<file path="src/rtl/snd_mailbox_pkg.sv">
// Shared constants for the sound command mailbox: default data width, empty-read
// value and the FIFO occupancy counter width.
package snd_mailbox_pkg;
  localparam int DW_DEF = 8;
  localparam logic [DW_DEF-1:0] RD_EMPTY = '1;

  // Counter must hold 0..DEPTH inclusive.
  function automatic int cnt_w(input int depth);
    return $clog2(depth) + 1;
  endfunction
endpackage

</file>
<file path="src/rtl/snd_cmd_fifo.sv">
// One mailbox channel: DEPTH-entry FIFO with sticky overflow and a flush that
// overrides any coincident push or pop.
module snd_cmd_fifo
  import snd_mailbox_pkg::*;
#(
  parameter int DW    = DW_DEF,
  parameter int DEPTH = 4,
  localparam int CW   = cnt_w(DEPTH),
  localparam int AW   = $clog2(DEPTH)
) (
  input  logic          clk,
  input  logic          rst,
  input  logic          push,
  input  logic          pop,
  input  logic          clr,
  input  logic [DW-1:0] din,
  output logic [DW-1:0] dout,
  output logic [CW-1:0] count,
  output logic          full,
  output logic          ovf
);
  logic [DW-1:0] mem [DEPTH];
  logic [AW-1:0] wptr, rptr;
  logic          do_pop, do_push;

  assign full    = (count == CW'(DEPTH));
  assign do_pop  = pop & (count != '0);
  // A pop frees the slot this push needs, so a full FIFO still accepts it.
  assign do_push = push & (~full | do_pop);
  assign dout    = mem[rptr];

  always_ff @(posedge clk or posedge rst) begin
    if (rst) begin
      wptr  <= '0;
      rptr  <= '0;
      count <= '0;
      ovf   <= 1'b0;
    end else if (clr) begin
      wptr  <= '0;
      rptr  <= '0;
      count <= '0;
      ovf   <= 1'b0;
    end else begin
      if (do_push) wptr <= wptr + 1'b1;
      if (do_pop)  rptr <= rptr + 1'b1;
      count <= count + CW'(do_push) - CW'(do_pop);
      if (push & ~do_push) ovf <= 1'b1;
    end
  end

  always_ff @(posedge clk) begin
    if (do_push && !clr) mem[wptr] <= din;
  end
endmodule

</file>
<file path="src/rtl/snd_cmd_mailbox.sv">
// Main-CPU to sound-CPU command mailbox: per-channel FIFOs fed by strobe edges,
// a registered read port and a combined active-low interrupt.
module snd_cmd_mailbox
  import snd_mailbox_pkg::*;
#(
  parameter int NCH   = 2,
  parameter int DW    = DW_DEF,
  parameter int DEPTH = 4,
  localparam int SW   = (NCH > 1) ? $clog2(NCH) : 1,
  localparam int CW   = cnt_w(DEPTH)
) (
  input  logic              clk,
  input  logic              rst,
  input  logic [NCH-1:0]    cmd_stb,
  input  logic [NCH*DW-1:0] cmd_data,
  input  logic              rd_req,
  input  logic [SW-1:0]     rd_sel,
  output logic [DW-1:0]     rd_data,
  output logic [NCH-1:0]    busy,
  input  logic [NCH-1:0]    busy_clr,
  input  logic              ext_irq,
  input  logic [NCH:0]      irq_ack,
  output logic              int_n,
  output logic [NCH-1:0]    ovf
);
  logic                    armed;
  logic [NCH-1:0]          stb_q, push_r, full, pop, accept;
  logic [NCH-1:0][DW-1:0]  data_r, head;
  logic [NCH-1:0][CW-1:0]  cnt;
  logic                    ext_q, ext_rise;
  logic [NCH:0]            pend;
  logic [DW-1:0]           sel_head;
  logic                    sel_hit;

  // armed masks the first cycle after reset so levels held high through reset
  // are not mistaken for rising edges.
  always_ff @(posedge clk or posedge rst) begin
    if (rst) begin
      armed  <= 1'b0;
      stb_q  <= '0;
      push_r <= '0;
      data_r <= '0;
      ext_q  <= 1'b0;
    end else begin
      armed  <= 1'b1;
      stb_q  <= cmd_stb;
      push_r <= cmd_stb & ~stb_q & {NCH{armed}};
      data_r <= cmd_data;
      ext_q  <= ext_irq;
    end
  end

  assign ext_rise = ext_irq & ~ext_q & armed;

  for (genvar g = 0; g < NCH; g++) begin : g_ch
    snd_cmd_fifo #(.DW(DW), .DEPTH(DEPTH)) u_fifo (
      .clk   (clk),
      .rst   (rst),
      .push  (push_r[g]),
      .pop   (pop[g]),
      .clr   (busy_clr[g]),
      .din   (data_r[g]),
      .dout  (head[g]),
      .count (cnt[g]),
      .full  (full[g]),
      .ovf   (ovf[g])
    );
    assign busy[g]   = (cnt[g] != '0);
    assign accept[g] = push_r[g] & ~busy_clr[g] & (~full[g] | pop[g]);
  end

  // Out-of-range selects simply never match, which yields the empty value.
  always_comb begin
    pop      = '0;
    sel_head = '0;
    sel_hit  = 1'b0;
    for (int i = 0; i < NCH; i++) begin
      if (rd_req && rd_sel == SW'(i) && busy[i]) begin
        pop[i]   = 1'b1;
        sel_head = head[i];
        sel_hit  = 1'b1;
      end
    end
  end

  always_ff @(posedge clk or posedge rst) begin
    if (rst)         rd_data <= '1;
    else if (rd_req) rd_data <= sel_hit ? sel_head : {DW{1'b1}};
  end

  always_ff @(posedge clk or posedge rst) begin
    if (rst) begin
      pend  <= '0;
      int_n <= 1'b1;
    end else begin
      for (int i = 0; i < NCH; i++) begin
        if (busy_clr[i])    pend[i] <= 1'b0;
        else if (accept[i]) pend[i] <= 1'b1;
        else if (irq_ack[i]) pend[i] <= 1'b0;
      end
      if (ext_rise)          pend[NCH] <= 1'b1;
      else if (irq_ack[NCH]) pend[NCH] <= 1'b0;
      int_n <= ~|pend;
    end
  end
endmodule

</file>
<file path="config.mk">
export PLATFORM = sky130hd
export DESIGN_NAME = snd_cmd_mailbox
export DESIGN_NICKNAME = d
export VERILOG_FILES = /design/src/rtl/snd_mailbox_pkg.sv /design/src/rtl/snd_cmd_fifo.sv /design/src/rtl/snd_cmd_mailbox.sv
export SDC_FILE = /design/constraint.sdc
export NUM_CORES = 1
export LEC_CHECK = 0
export CAP_MARGIN = 20
export CORE_UTILIZATION = 40
export DETAILED_ROUTE_END_ITERATION = 7
export DONT_BUFFER_PORTS = 1
export PLACE_DENSITY = 0.63
export RECOVER_POWER = 50
export SLEW_MARGIN = 20
export SYNTH_ARGS = -nofsm -noshare
export SYNTH_HDL_FRONTEND = slang
export SYNTH_SLANG_ARGS = --single-unit
</file>
<file path="constraint.sdc">
create_clock -name clk -period 2.6 [get_ports clk]
set_input_delay 0.39 -clock clk [delete_from_list [all_inputs] [get_ports clk]]
set_output_delay 0.39 -clock clk [all_outputs]
set_load 0.01 [all_outputs]
</file>
# Yosys cells after proc, flatten, opt, wreduce, memory -nomap -nowiden
# Memory sizes are Yosys's and may differ from the RTL's.
# Cells that the tools add are included.
[totals] ff_bits=50 latch_bits=0 ramBits=64 rom_bits=0 word_cells=111 mem_count=2
[op_classes] n_addsub=8 n_mul=0 n_div=0 magnitude_cmp=0 eq_ne=2 n_shift=0 muxes=32 n_bitwise=27 n_reduce_logical=21
[mem_list] name="g_ch[0].u_fifo.mem" depth=4 width=8 rd=1 rd_clocked_by_memory_dff=0 write_ports=1 line="snd_cmd_fifo.sv:22" rtl="logic [DW-1:0] mem [DEPTH];"
[mem_list] name="g_ch[1].u_fifo.mem" depth=4 width=8 rd=1 rd_clocked_by_memory_dff=0 write_ports=1 line="snd_cmd_fifo.sv:22"
[ops] cell="two-way mux 8 bit" n=3
[ops] cell="two-way mux 1 bit" n=19
[ops] cell="two-way mux 2 bit" n=8
[ops] cell="nonzero test 2 bit" n=7
[ops] cell="AND 1 bit" n=12
[ops] cell="nonzero test 3 bit" n=4
[ops] cell="adder 2 x 1 -> 2 bit, second input constant" n=4
[ops] cell="NOT 1 bit" n=8
[ops] cell="adder 3 x 1 -> 3 bit" n=2
[ops] cell="== test 3 bit, second input constant" n=2
[ops] cell="logical AND 1 bit" n=6
[ops] cell="two-way mux 3 bit" n=2
[ops] cell="subtractor 3 x 1 -> 3 bit" n=2
[ops] cell="AND 2 bit" n=2
[ops] cell="OR 1 bit" n=4
[ops] cell="logical NOT 1 bit" n=3
[ops] cell="OR reduction 3 bit" n=1
[ops] cell="NOT 2 bit" n=1

# Longest topological paths before layout
[logic_depth] word_depth=11 ltp_mapped=9

# Hierarchy
# From an unflattened synthesis, not the netlist that was laid out.
[hier_totals] cells_unflattened=266 hier_area_um2=4495.6
[modules_own_cells] mod="snd_cmd_fifo at g_ch[0].u_fifo" n_inst=1 cells_each=91 area_per_inst_um2=1672.9 seq_area_each_um2=1161.1
[modules_own_cells] mod="snd_cmd_fifo at g_ch[1].u_fifo" n_inst=1 cells_each=90 area_per_inst_um2=1665.3 seq_area_each_um2=1161.1
[modules_own_cells] mod="snd_cmd_mailbox" n_inst=1 cells_each=85 area_per_inst_um2=1157.4 seq_area_each_um2=862.1

# Worst setup path after synthesis
# No wires, ideal clock.
[synth_timing] path_type="reg-to-reg" startpoint="register g_ch[1].u_fifo.count[1]" endpoint="register g_ch[1].u_fifo.count[2]" t_arrival_ps=1976 required_time_ps=2469 path_slack_ps=493 path_stages_with_launch=9 n_path_buf=1 synth_period_minus_slack_ps=2107 path_cell_list="dfrtp_1 > o311ai_0 > buf_2 > or2_2 > nand2_1 > ha_1 > fa_1 > xnor2_1 > nor2_1"
[synth_between] elab_chain_cells=9 elab_cells_between_ends=11 cone_classes="add/sub: 2; eq/ne: 1; mux: 2; bitwise: 4; reduce/logical: 2"
[synth_lines] item="from (decl)" line="snd_cmd_fifo.sv:18" rtl="output logic [CW-1:0] count,"
[synth_lines] item="from (signal assigned)" line="snd_cmd_fifo.sv:46" rtl="count <= count + CW'(do_push) - CW'(do_pop);"
[synth_lines] item="nonzero test 3 bit" line="snd_cmd_fifo.sv:27, snd_cmd_mailbox.sv:68"
[synth_lines] item="logical AND 1 bit" line="snd_cmd_mailbox.sv:78" rtl="if (rd_req && rd_sel == SW'(i) && busy[i]) begin"
[synth_lines] item="two-way mux 1 bit" line="snd_cmd_mailbox.sv:78"
[synth_lines] item="AND 1 bit" line="snd_cmd_fifo.sv:27" rtl="assign do_pop = pop & (count != '0);"
[synth_lines] item="OR 1 bit" line="snd_cmd_fifo.sv:29" rtl="assign do_push = push & (~full | do_pop);"
[synth_lines] item="AND 1 bit" line="snd_cmd_fifo.sv:29"
[synth_lines] item="adder 3 x 1 -> 3 bit" line="snd_cmd_fifo.sv:46"
[synth_lines] item="subtractor 3 x 1 -> 3 bit *" line="snd_cmd_fifo.sv:46"
[synth_lines] item="two-way mux 3 bit *" line="snd_cmd_fifo.sv:38" rtl="end else if (clr) begin"
# Mark *: on every way between the ends. The rest lies on a longest branch, timed or not.
# A chain may end at the register's enable or synchronous reset.

# Final worst setup path
[layout_timing] startpoint="register g_ch[0].u_fifo.count[1]" endpoint="register g_ch[0].u_fifo.count[2]"
[layout_between] elab_chain_cells=9 elab_cells_between_ends=11 cone_classes="add/sub: 2; eq/ne: 1; mux: 2; bitwise: 4; reduce/logical: 2"
[layout_lines] item="from (decl)" line="snd_cmd_fifo.sv:18"
[layout_lines] item="from (signal assigned)" line="snd_cmd_fifo.sv:46"
[layout_lines] item="nonzero test 3 bit *" line="snd_cmd_mailbox.sv:68" rtl="assign busy[g] = (cnt[g] != '0);"
[layout_lines] item="named net busy[0]" line="snd_cmd_mailbox.sv:19" rtl="output logic [NCH-1:0] busy,"
[layout_lines] item="logical AND 1 bit" line="snd_cmd_mailbox.sv:78"
[layout_lines] item="two-way mux 1 bit" line="snd_cmd_mailbox.sv:78"
[layout_lines] item="AND 1 bit *" line="snd_cmd_fifo.sv:27"
[layout_lines] item="OR 1 bit" line="snd_cmd_fifo.sv:29"
[layout_lines] item="AND 1 bit" line="snd_cmd_fifo.sv:29"
[layout_lines] item="adder 3 x 1 -> 3 bit" line="snd_cmd_fifo.sv:46"
[layout_lines] item="subtractor 3 x 1 -> 3 bit *" line="snd_cmd_fifo.sv:46"
[layout_lines] item="two-way mux 3 bit *" line="snd_cmd_fifo.sv:38"
# Mark *: on every way through the listed nets, which the timed path passes. The rest lies on a longest branch.

==> impl_metrics.yaml <==
timing:
  slew_violations: 0
  hold_viol: 0
  rsz0062_at_grt: "no"
  fin_crit_sh_pct: 82.46
  setup_violations: 0
  period_needed_ps: 2144
  fin_ws_ps: 456.0
  fmax_mhz: 466.4
  setup-tns-final_ps: 0
  fin_skew_ps: 5.468
  worst_slew_pin_slew_ps: 850.2
  max_slew_margin_pct: 43.32
die:
  rows: 37
  die-area_um2: 11310
  die-width_um: 106.4
  num_io_pins: 41
  initial_core_util_pct: 41.64
  fp.dieH_um: 106.4
  coreArea_um2: 10460
drt:
  wire_per_inst_um: 17.14
  drc: 0
  antenna_left: 0
  vias_per_cell: 4.948
  first_iter_violations: 71
  via_count: 2207
  routed_wl_um: 7645
  dr.pass1.iters: 4
worst_setup_path:
  worstSetupPathType: "reg -> reg"
  max_stage_delay_ps: 510
  cpMostUsedCell: "nor2_1"
  startpoint_type: "flop"
  critical_path_buf_inv_count: 1
  critical_path.max_fanout: 10
  worstPathCellList: "or3_1 -> nand2_1 -> buf_4 -> nor2_1 -> fa_1 -> xnor2_1 -> nor2_1"
  critical_path.top_delay_family: "simple AND/OR/NAND/NOR gates"
  cp_data_arrival_time_ps: 2530
  required_ps: 2980
  endpoint_kind: "flop"
  critPathSlowestCell: "or3_1"
flow_run:
  maxCapViolations: 0
min_path:
  hold_path.class: "in -> reg"
grt:
  grt_usage_pct: 15.47
  antenna_found_initial: 0
  overflow: 0
  use_met2_pct: 23.79
  grt_max_degree: 34
  grt-busiest-layer: "met2"
  grt_pass1_vias: 2355
  grt_util_met1_pct: 19.57
  grt_pass1_wl_um: 12460
  met3_usage_pct: 5.212
clock_network:
  numCtsBuffers: 17
  cts_setup_buffers: 0
  ctsHtreeMaxLevel: 4
  max-clock-path-buffers: 2
  cts.clk_slew.worst_paths_ps: 60
  cts_resized: 0
  cts_root_buf: "clkbuf_8"
  clock_latency_ps: 510
  cts_num_sinks: 114
  cts_tree: "done"
power_and_ir_drop:
  p_leak_uw: 0.002048
  p_sw_share_pct: 21.99
  p_seq_share_pct: 43.2
  p_switching_uw: 1128
  peakVddDrop_mv: 0.3861
  power_frac_comb_pct: 7.7
  clkPwrFrac_pct: 49.1
  p_int_uw: 4002
  powerDensity_nw_per_um2: 947.4
logic_synthesis:
  synth_cell_types: 37
  synth_enable_flop_cells: 64
  yosys.area_share.simple_pct: 6.663
  synthAdderAreaFrac_pct: 3.791
  synthesis.instances: 257
  synth_xor_area_share_pct: 2.010
  synthFlopType: "edfxtp_1"
  syn-num-nets: 297
  yosys-mux-area-fraction_pct: 8.960
  ys_seq_area_share_pct: 73.09
  yosys_warnings: 0
  synthArstFlopShare_pct: 43.86
  syn_avg_cell_area_um2: 16.95
  netlist_area_um2: 4357
  synth_top_family_by_area: "multiplexers"
  synth_compound_gate_area_share_pct: 2.958
  ys_ff_latch: 114
cells_and_area:
  area_growth_pct: 24.30
  fillers: 889
  drive_above_1_share_pct: 20.65
  final_core_util_pct: 51.76
  nNetsFinal: 337
  antenna_cells: 0
placed_design:
  port_buffers: 0
  post-place-ws_ps: 531.0
  place.gp.congestion: 0.7567
  dp_hpwl_um: 4735
status:
  status: "finished, final reports clean"
-- cells in the final DEF (no fill, tap or decap), types with 4 or more instances in the layout --
cell type and count:
and2_1 4, buf_4 6, bufinv_16 6, clkbuf_16 16, dfrtp_1 41, dfstp_2 9, dlygate4sd3_1 25, edfxtp_1 64
ha_1 10, inv_1 12, mux4_2 16, nand2_1 5, nor2_1 34, nor2b_1 4, nor3b_1 4, o22ai_1 8
xnor2_1 7
-- Yosys cell counts (2+ instances only) --
| cell type | instances | area share, % |
|---|---|---|
| edfxtp_1 | 64 | 44 |
| dfrtp_1 | 41 | 24 |
| nor2_1 | 34 | 2.9 |
| mux4_2 | 16 | 8.3 |
| inv_1 | 12 | 1.0 |
| ha_1 | 10 | 2.9 |
| dfstp_2 | 9 | 5.4 |
| o22ai_1 | 8 | 1.1 |
| xnor2_1 | 7 | 1.4 |
| nand2_1 | 5 | 0.43 |
| and2_1 | 4 | 0.57 |
| buf_2 | 4 | 0.46 |
| nor2b_1 | 4 | 0.57 |
| nor3b_1 | 4 | 0.69 |
| buf_4 | 3 | 0.52 |
| mux2i_1 | 3 | 0.69 |
| xor2_1 | 3 | 0.60 |
| a21oi_1 | 2 | 0.23 |
| buf_1 | 2 | 0.17 |
| clkbuf_1 | 2 | 0.17 |
| fa_1 | 2 | 0.92 |
| nor3_1 | 2 | 0.23 |
| or3_1 | 2 | 0.29 |
-- worst paths after layout --
check                      slack, ps                    start                 endpoint  cells after the start
min reg2reg                      390                  pend[2]                    int_n                      1
max in group asynchronous        890                      rst               data_r[15]                      3
max reg2reg                      460  g_ch[0].u_fifo.count[1]  g_ch[0].u_fifo.count[2]                      7
min                               30                   rd_req               rd_data[1]                      2
max                              460  g_ch[0].u_fifo.count[1]  g_ch[0].u_fifo.count[2]                      7
min in group asynchronous        430                      rst  g_ch[0].u_fifo.count[2]                      2
-- layer usage --
layer  wire [um]  vias up  part of all wire, %
li1            -     1006                    -
met1        3411     1137                   45
met2        3648       47                   48
met3         413       17                  5.4
met4         172        0                  2.2
met5           0        -                    0
-- cell families (layout without fill, tap and decap cells) --
kind of cell,count (synthesis),count (layout)
flops,114,114
simple gates,61,61
buf+inv,24,77
mux,19,19
compound gates,16,16
fa+ha+maj,12,12
xor+xnor,10,10
other cells,1,1
-- what timing repair did --
action                                 in CTS  in global routing
hold buffers                               25                  0
setup endpoints to repair                   0                  0
endpoints found under the hold margin      60                  0
-- sequential cells by signal (all words and copies together), names as in the netlist --
register,cells
g_ch.u_fifo.mem,64
g_ch.u_fifo.count,6
ext_q,1
g_ch.u_fifo.ovf,2
armed,1
int_n,1
pend,3
g_ch.u_fifo.rptr,4
rd_data,8
push_r,2
data_r,16
g_ch.u_fifo.wptr,4
stb_q,2
-- metrics by stage --
step	instance area, um2	total power, uW	hold WS (ps)	instances
finish	5415	5130	30.83	446
global route	5415	5326	16.34	446
CTS	5424	5182	4.082	446
detailed placement	4522	2611	289.2	389
global placement	4522	2597	282.6	389
floorplan	4357	2512	367.9	257
-- power groups by stage --
stage               combinational (uW)  sequential (uW)  clock (uW)
finish                             397             2210        2520
global route                       446             2240        2640
CTS                                407             2220        2560
detailed placement                 363             2250           0
global placement                   354             2240           0
floorplan                          337             2180           0
-- layout make-up --
cell class              count  area (um2)  area share (%)
inverters                  13       48.80          0.9011
clock buffers              17       414.1           7.648
well taps                 136       170.2           3.142
repair buffers             32       300.3           5.545
clock inverters            15       237.7           4.390
multi-input cells         119        1060           19.57
flip-flops and latches    114        3184           58.80
Note: power is estimated with default switching activity, not from simulation.
